$ cat src/rtl/fetch_pkg.sv
// Shared types and constants for the instruction fetch sequencer.
package fetch_pkg;

    localparam int unsigned ADDR_W   = 10;
    localparam int unsigned OFF_W    = 8;
    localparam int unsigned NUM_PROG = 4;
    localparam int unsigned PSEL_W   = 2;

    typedef logic [ADDR_W-1:0] iaddr_t;

    typedef enum logic [1:0] {
        IDLE = 2'd0,
        RUN  = 2'd1,
        DONE = 2'd2
    } fetch_state_t;

    localparam iaddr_t PROG_BASE [NUM_PROG] = '{10'd0, 10'd256, 10'd512, 10'd768};

    // Entry point lookup; callers only pass in-range indices.
    function automatic iaddr_t prog_base(input logic [PSEL_W-1:0] sel);
        return PROG_BASE[int'(sel)];
    endfunction

endpackage

$ cat src/rtl/pc_next_calc.sv
// Combinational next-PC selection: start entry, hold, branch, or increment.
module pc_next_calc
    import fetch_pkg::*;
(
    input  logic              i_run,
    input  logic              i_start_ok,
    input  logic [ADDR_W-1:0] i_pc,
    input  logic [ADDR_W-1:0] i_base,
    input  logic              i_halt,
    input  logic              i_stall,
    input  logic              i_branch_en,
    input  logic              i_branch_rel,
    input  logic [ADDR_W-1:0] i_target,
    input  logic [OFF_W-1:0]  i_offset,
    output logic [ADDR_W-1:0] o_next_pc_c,
    output logic              o_overflow_c
);

    logic [ADDR_W-1:0] w_offset_sext;
    logic [ADDR_W-1:0] w_rel_pc;

    // Relative branches wrap modulo the ROM depth.
    assign w_offset_sext = {{(ADDR_W-OFF_W){i_offset[OFF_W-1]}}, i_offset};
    assign w_rel_pc      = i_pc + w_offset_sext;

    always_comb begin
        o_next_pc_c  = i_pc;
        o_overflow_c = 1'b0;
        if (i_start_ok) begin
            o_next_pc_c = i_base;
        end else if (i_run) begin
            if (i_halt || i_stall) begin
                o_next_pc_c = i_pc;
            end else if (i_branch_en) begin
                o_next_pc_c = i_branch_rel ? w_rel_pc : i_target;
            end else if (i_pc == {ADDR_W{1'b1}}) begin
                o_overflow_c = 1'b1;
            end else begin
                o_next_pc_c = i_pc + ADDR_W'(1);
            end
        end
    end

endmodule

$ cat src/rtl/fetch_sequencer.sv
// Program-counter sequencer owning the instruction ROM address bus.
module fetch_sequencer
    import fetch_pkg::*;
(
    input  logic              Clk,
    input  logic              Reset,
    input  logic              Start,
    input  logic [PSEL_W-1:0] ProgSel,
    input  logic              Stall,
    input  logic              BranchEn,
    input  logic              BranchRel,
    input  logic [ADDR_W-1:0] BranchTarget,
    input  logic [OFF_W-1:0]  BranchOffset,
    input  logic              Halt,
    output logic [ADDR_W-1:0] InstAddress,
    output logic              Fetching,
    output logic              Ack,
    output logic              Fault
);

    localparam int unsigned SEL_CMP_W = PSEL_W + 1;

    fetch_state_t      r_state;
    logic [ADDR_W-1:0] r_pc;
    logic              r_fetching;
    logic              r_ack;
    logic              r_fault;

    fetch_state_t      w_state_nxt;
    logic [ADDR_W-1:0] w_pc_nxt;
    logic              w_ack_nxt;
    logic              w_fault_nxt;
    logic              w_start_ok;
    logic              w_run;
    logic              w_overflow;
    logic [ADDR_W-1:0] w_base;

    // Out-of-range program indices make Start a no-op.
    assign w_start_ok = Start && ({1'b0, ProgSel} < SEL_CMP_W'(NUM_PROG));
    assign w_run      = (r_state == RUN);
    assign w_base     = w_start_ok ? prog_base(ProgSel) : '0;

    pc_next_calc u_pc_next_calc (
        .i_run        (w_run),
        .i_start_ok   (w_start_ok),
        .i_pc         (r_pc),
        .i_base       (w_base),
        .i_halt       (Halt),
        .i_stall      (Stall),
        .i_branch_en  (BranchEn),
        .i_branch_rel (BranchRel),
        .i_target     (BranchTarget),
        .i_offset     (BranchOffset),
        .o_next_pc_c  (w_pc_nxt),
        .o_overflow_c (w_overflow)
    );

    always_ff @(posedge Clk) begin
        if (!Reset) begin
            r_state    <= IDLE;
            r_pc       <= '0;
            r_fetching <= 1'b0;
            r_ack      <= 1'b0;
            r_fault    <= 1'b0;
        end else begin
            r_state    <= w_state_nxt;
            r_pc       <= w_pc_nxt;
            r_fetching <= (w_state_nxt == RUN);
            r_ack      <= w_ack_nxt;
            r_fault    <= w_fault_nxt;
        end
    end

    // Start outranks everything; otherwise only RUN reacts to requests.
    always_comb begin
        w_state_nxt = r_state;
        w_ack_nxt   = r_ack;
        w_fault_nxt = r_fault;
        if (w_start_ok) begin
            w_state_nxt = RUN;
            w_ack_nxt   = 1'b0;
            w_fault_nxt = 1'b0;
        end else begin
            case (r_state)
                RUN: begin
                    if (Halt) begin
                        w_state_nxt = DONE;
                        w_ack_nxt   = 1'b1;
                    end else if (w_overflow) begin
                        w_state_nxt = DONE;
                        w_ack_nxt   = 1'b1;
                        w_fault_nxt = 1'b1;
                    end
                end
                default: begin
                    w_state_nxt = r_state;
                end
            endcase
        end
    end

    assign InstAddress = r_pc;
    assign Fetching    = r_fetching;
    assign Ack         = r_ack;
    assign Fault       = r_fault;

endmodule
$ cat config.mk
export PLATFORM = sky130hd
export DESIGN_NAME = fetch_sequencer
export DESIGN_NICKNAME = d
export VERILOG_FILES = /design/src/rtl/fetch_pkg.sv /design/src/rtl/pc_next_calc.sv /design/src/rtl/fetch_sequencer.sv
export SDC_FILE = /design/constraint.sdc
export NUM_CORES = 1
export LEC_CHECK = 0
export CAP_MARGIN = 20
export CORE_UTILIZATION = 40
export CTS_CLUSTER_DIAMETER = 50
export DETAILED_ROUTE_END_ITERATION = 16
export PLACE_DENSITY = 0.69
export SETUP_SLACK_MARGIN = 0.1
export SKIP_LAST_GASP = 1
export SYNTH_ARGS = -nofsm -noshare
export SYNTH_HDL_FRONTEND = slang
export SYNTH_SLANG_ARGS = --single-unit
$ cat constraint.sdc
create_clock -name Clk -period 2.3 [get_ports Clk]
set_input_delay 0.345 -clock Clk [delete_from_list [all_inputs] [get_ports Clk]]
set_output_delay 0.345 -clock Clk [all_outputs]
set_load 0.01 [all_outputs]
==> out/summary.txt <==
status -> finished, final reports clean
port buffer count -> 39
min-delay worst type -> flip-flop to flip-flop
die height -> 61.1 um
TritonRoute pass-1 iters -> 4
Total Wirelength -> 3850 um
Clk pwr share -> 25.7%
Mapped Area -> 0.00140 mm2
Required @ worst endpoint -> 2490 ps
global routing's busiest layer -> met2
Combinational Power Share -> 30.8%
Fin. Hold Viols -> 0
fin nets -> 272
gr ovfl total -> 0
P_leak -> 0.782 nW
crit path max fanout -> 2
total CTS buffers -> 3
reg2reg end -> InstAddress[9]
relative slew slack -> 71.8%
minimum clock period -> 2130 ps
drt initial violations -> 58
Tot GR Track Use -> 21.8%
Clk Latency, worst-skew pair -> 300 ps
sequence of cells on the critical path -> clkdlybuf4s50_1, ha_1, a211oi_2, o21ai_1, a41oi_2, mux2i_1, a21oi_1, a311o_1
final worst slack -> 170 ps
Seq. cell area -> 300 um2
Power Density -> 316 mW/mm2
Avg Cell Area, Syn -> 7.90 um2
Setup CP Type -> input pin to flip-flop
ys flop type -> dfxtp_1
Synth area leaders -> dfxtp_1, ha_1, a21oi_1
root buf cell -> clkbuf_4
Multi-input gate area -> 0.00105 mm2
#FFs+latches synth -> 15
Hold Path Depth -> 2
Clk pin slew, worst setup/hold paths -> 100 ps
H-tree Lvls -> 1
Via density -> 5.41
pre-CTS WS -> -226 ps
# Max-Cap Violations -> 0
crit path launch type -> input pin
P&R area growth vs syn -> 43.9%
clock sink count -> 15
critical path data arrival time -> 2320 ps
Final Max Tran Viols -> 0
flop2flop setup slack -> 340 ps
critical path's largest stage delay -> 420 ps
chip width -> 61.1 um
Synth Net Count -> 215
Hold EP -> Fault
GR met3 Demand/Resource -> 3.78%
Flop pwr share -> 43.4%
Max VDD drop -> 0.229 mV
Post-Synthesis Cells -> 177
Hold Path Origin -> Fault
vias in the first global route -> 1,393
total die area -> 0.00373 mm2
CP bufs+invs -> 1
# IOs -> 40
Synth Warn # -> 0
Routed Antenna Nets -> 0
FMAX -> 470 MHz
worst reg2reg startpoint -> InstAddress[1]
WL per Instance -> 13.8 um
DR vias -> 1,510
hold_ws -> 491 ps
fill cell count -> 333
Yosys top cell area share -> 21.5%
met2 Use GR -> 37.7%
Starting Density -> 41.9%
Clock Skew -> 1.53 ps
Crit path max-delay family -> compound AO/OA/AOI/OAI gates
register area share after synthesis -> 21.5%
RePlAce Congestion -> 0.838
CTS Buffer Depth -> 2
Rows -> 21
Worst setup EP type -> flip-flop
core footprint -> 0.00334 mm2
Post-synth EDFFs -> 0
global-route wire length before repair -> 6120 um
Slew @ Worst Pin -> 416 ps
post-synthesis async set-or-reset flop share -> 0%
share of layout cells above drive strength 1 -> 17.2%
met1 Resource Use GR -> 26.7%
Sw Pwr -> 0.193 mW
CTS tree -> built
largest net degree at the start of global routing -> 23
Worst R2R Path Depth -> 7
drt drc -> 0
cell-internal power -> 0.442 mW
CP max-delay cell -> clkdlybuf4s50_1
Yosys cell types -> 47
switching part of the total -> 30.4%
post-DP HPWL -> 2980 um
initial antenna violation count -> 0
antenna fix cells -> 0
RSZ-0062 raised after global routing -> true
leading area contributor after synthesis -> dfxtp_1
period utilization -> 92.6%
final setup vio count -> 0
## how the worst max path moves through the flow
stage                                from             end  slack, ps  depth (start not counted)
after global routing      BranchOffset[1]  InstAddress[9]         80                          8
after CTS                 BranchOffset[1]  InstAddress[9]         80                          8
after detailed placement  BranchOffset[0]  InstAddress[6]       -230                         10
after floorplan            InstAddress[1]  InstAddress[9]        230                          7
after global placement    BranchOffset[1]  InstAddress[9]       -220                          8
final                     BranchOffset[1]  InstAddress[9]        170                          8
## per-stage QoR
step                      TNS [ps]  utilization (%)  total power [mW]  area (um2)  instances
after floorplan                  0                -             0.381        1400        177
after global placement        -750             58.6             0.470        1960        274
after detailed placement     -1010             58.6             0.475        1960        274
after CTS                        0             59.6             0.642        1990        278
after global routing             0             60.3             0.671        2010        279
final                            0             60.3             0.635        2010        279
## state kept, by name, indices dropped and copies added, names as in the netlist
| register | flops |
|---|---|
| Ack | 1 |
| Fault | 1 |
| Fetching | 1 |
| InstAddress | 10 |
| r_state | 2 |
## Yosys cell counts, drive strengths merged, types with 3 or more instances
cell type   n
a211oi      4
a21o        3
a21oi      20
buf         3
clkbuf      5
dfxtp      15
ha         10
inv         6
mux2i       5
nand2      11
nand2b      5
nand3       6
nor2       17
nor2b       6
nor3        5
nor3b       3
o21a        5
o21ai      14
xnor2       9
## power by group through the flow
stage               Clock, mW  Sequential, mW  Combinational [mW]
floorplan                   0           0.284              0.0975
global placement            0           0.282               0.188
detailed placement          0           0.282               0.193
CTS                     0.172           0.276               0.194
global route            0.181           0.277               0.214
finish                  0.163           0.276               0.196
## routing by layer
| layer | vias up | wire length, um |
|---|---|---|
| met4 | 0 | 69 |
| met5 | - | 0 |
| met2 | 47 | 1880 |
| met1 | 696 | 1680 |
| li1 | 758 | - |
| met3 | 9 | 214 |
## cells in the final DEF, fill, tap and decap left out, types with 6 or more instances in the layout
cell | Yosys | final
clkdlybuf4s50_1 | 0 | 39
buf_4 | 0 | 21
a21oi_1 | 20 | 19
nor2_1 | 17 | 17
dfxtp_1 | 15 | 15
nand2_1 | 10 | 10
o21ai_0 | 10 | 10
xnor2_1 | 9 | 9
ha_1 | 10 | 9
inv_1 | 6 | 6
nand3_1 | 6 | 6
## worst reg2reg max path: stages (launching register included)
cell and delay, ps:
dfxtp_1 330, ha_1 300, a211oi_2 260, o21ai_1 140, a41oi_2 210, mux2i_1 210, a21oi_1 80, a311o_1 320
## repair_timing
item                                    4_1_cts  5_1_grt
gates resized for setup                       1        4
buffers inserted                              0        1
endpoints found under the setup margin        2        5
hold buffers                                  0        0
pin swaps                                     0        2
## logic make-up after synthesis
kind of cell / count (synthesis) / share of synthesized area, %
buffers and inverters: 14 / 4.39
flip-flops: 15 / 21.5
adder cells (fa/ha/maj): 11 / 10.4
AND/OR/NAND/NOR: 62 / 25.6
multiplexers: 6 / 4.39
AO/OA/AOI/OAI: 58 / 26.9
XOR/XNOR: 11 / 6.89
## layout make-up
class / count / share of cell area [%]
flip-flops and latches: 15 / 14.9
inverters: 6 / 1.12
repair buffers: 60 / 27.3
clock buffers: 3 / 1.12
multi-input cells: 148 / 52.5
well taps: 46 / 2.86
clock inverters: 1 / 0.249
(Power assumes the default switching activity.)
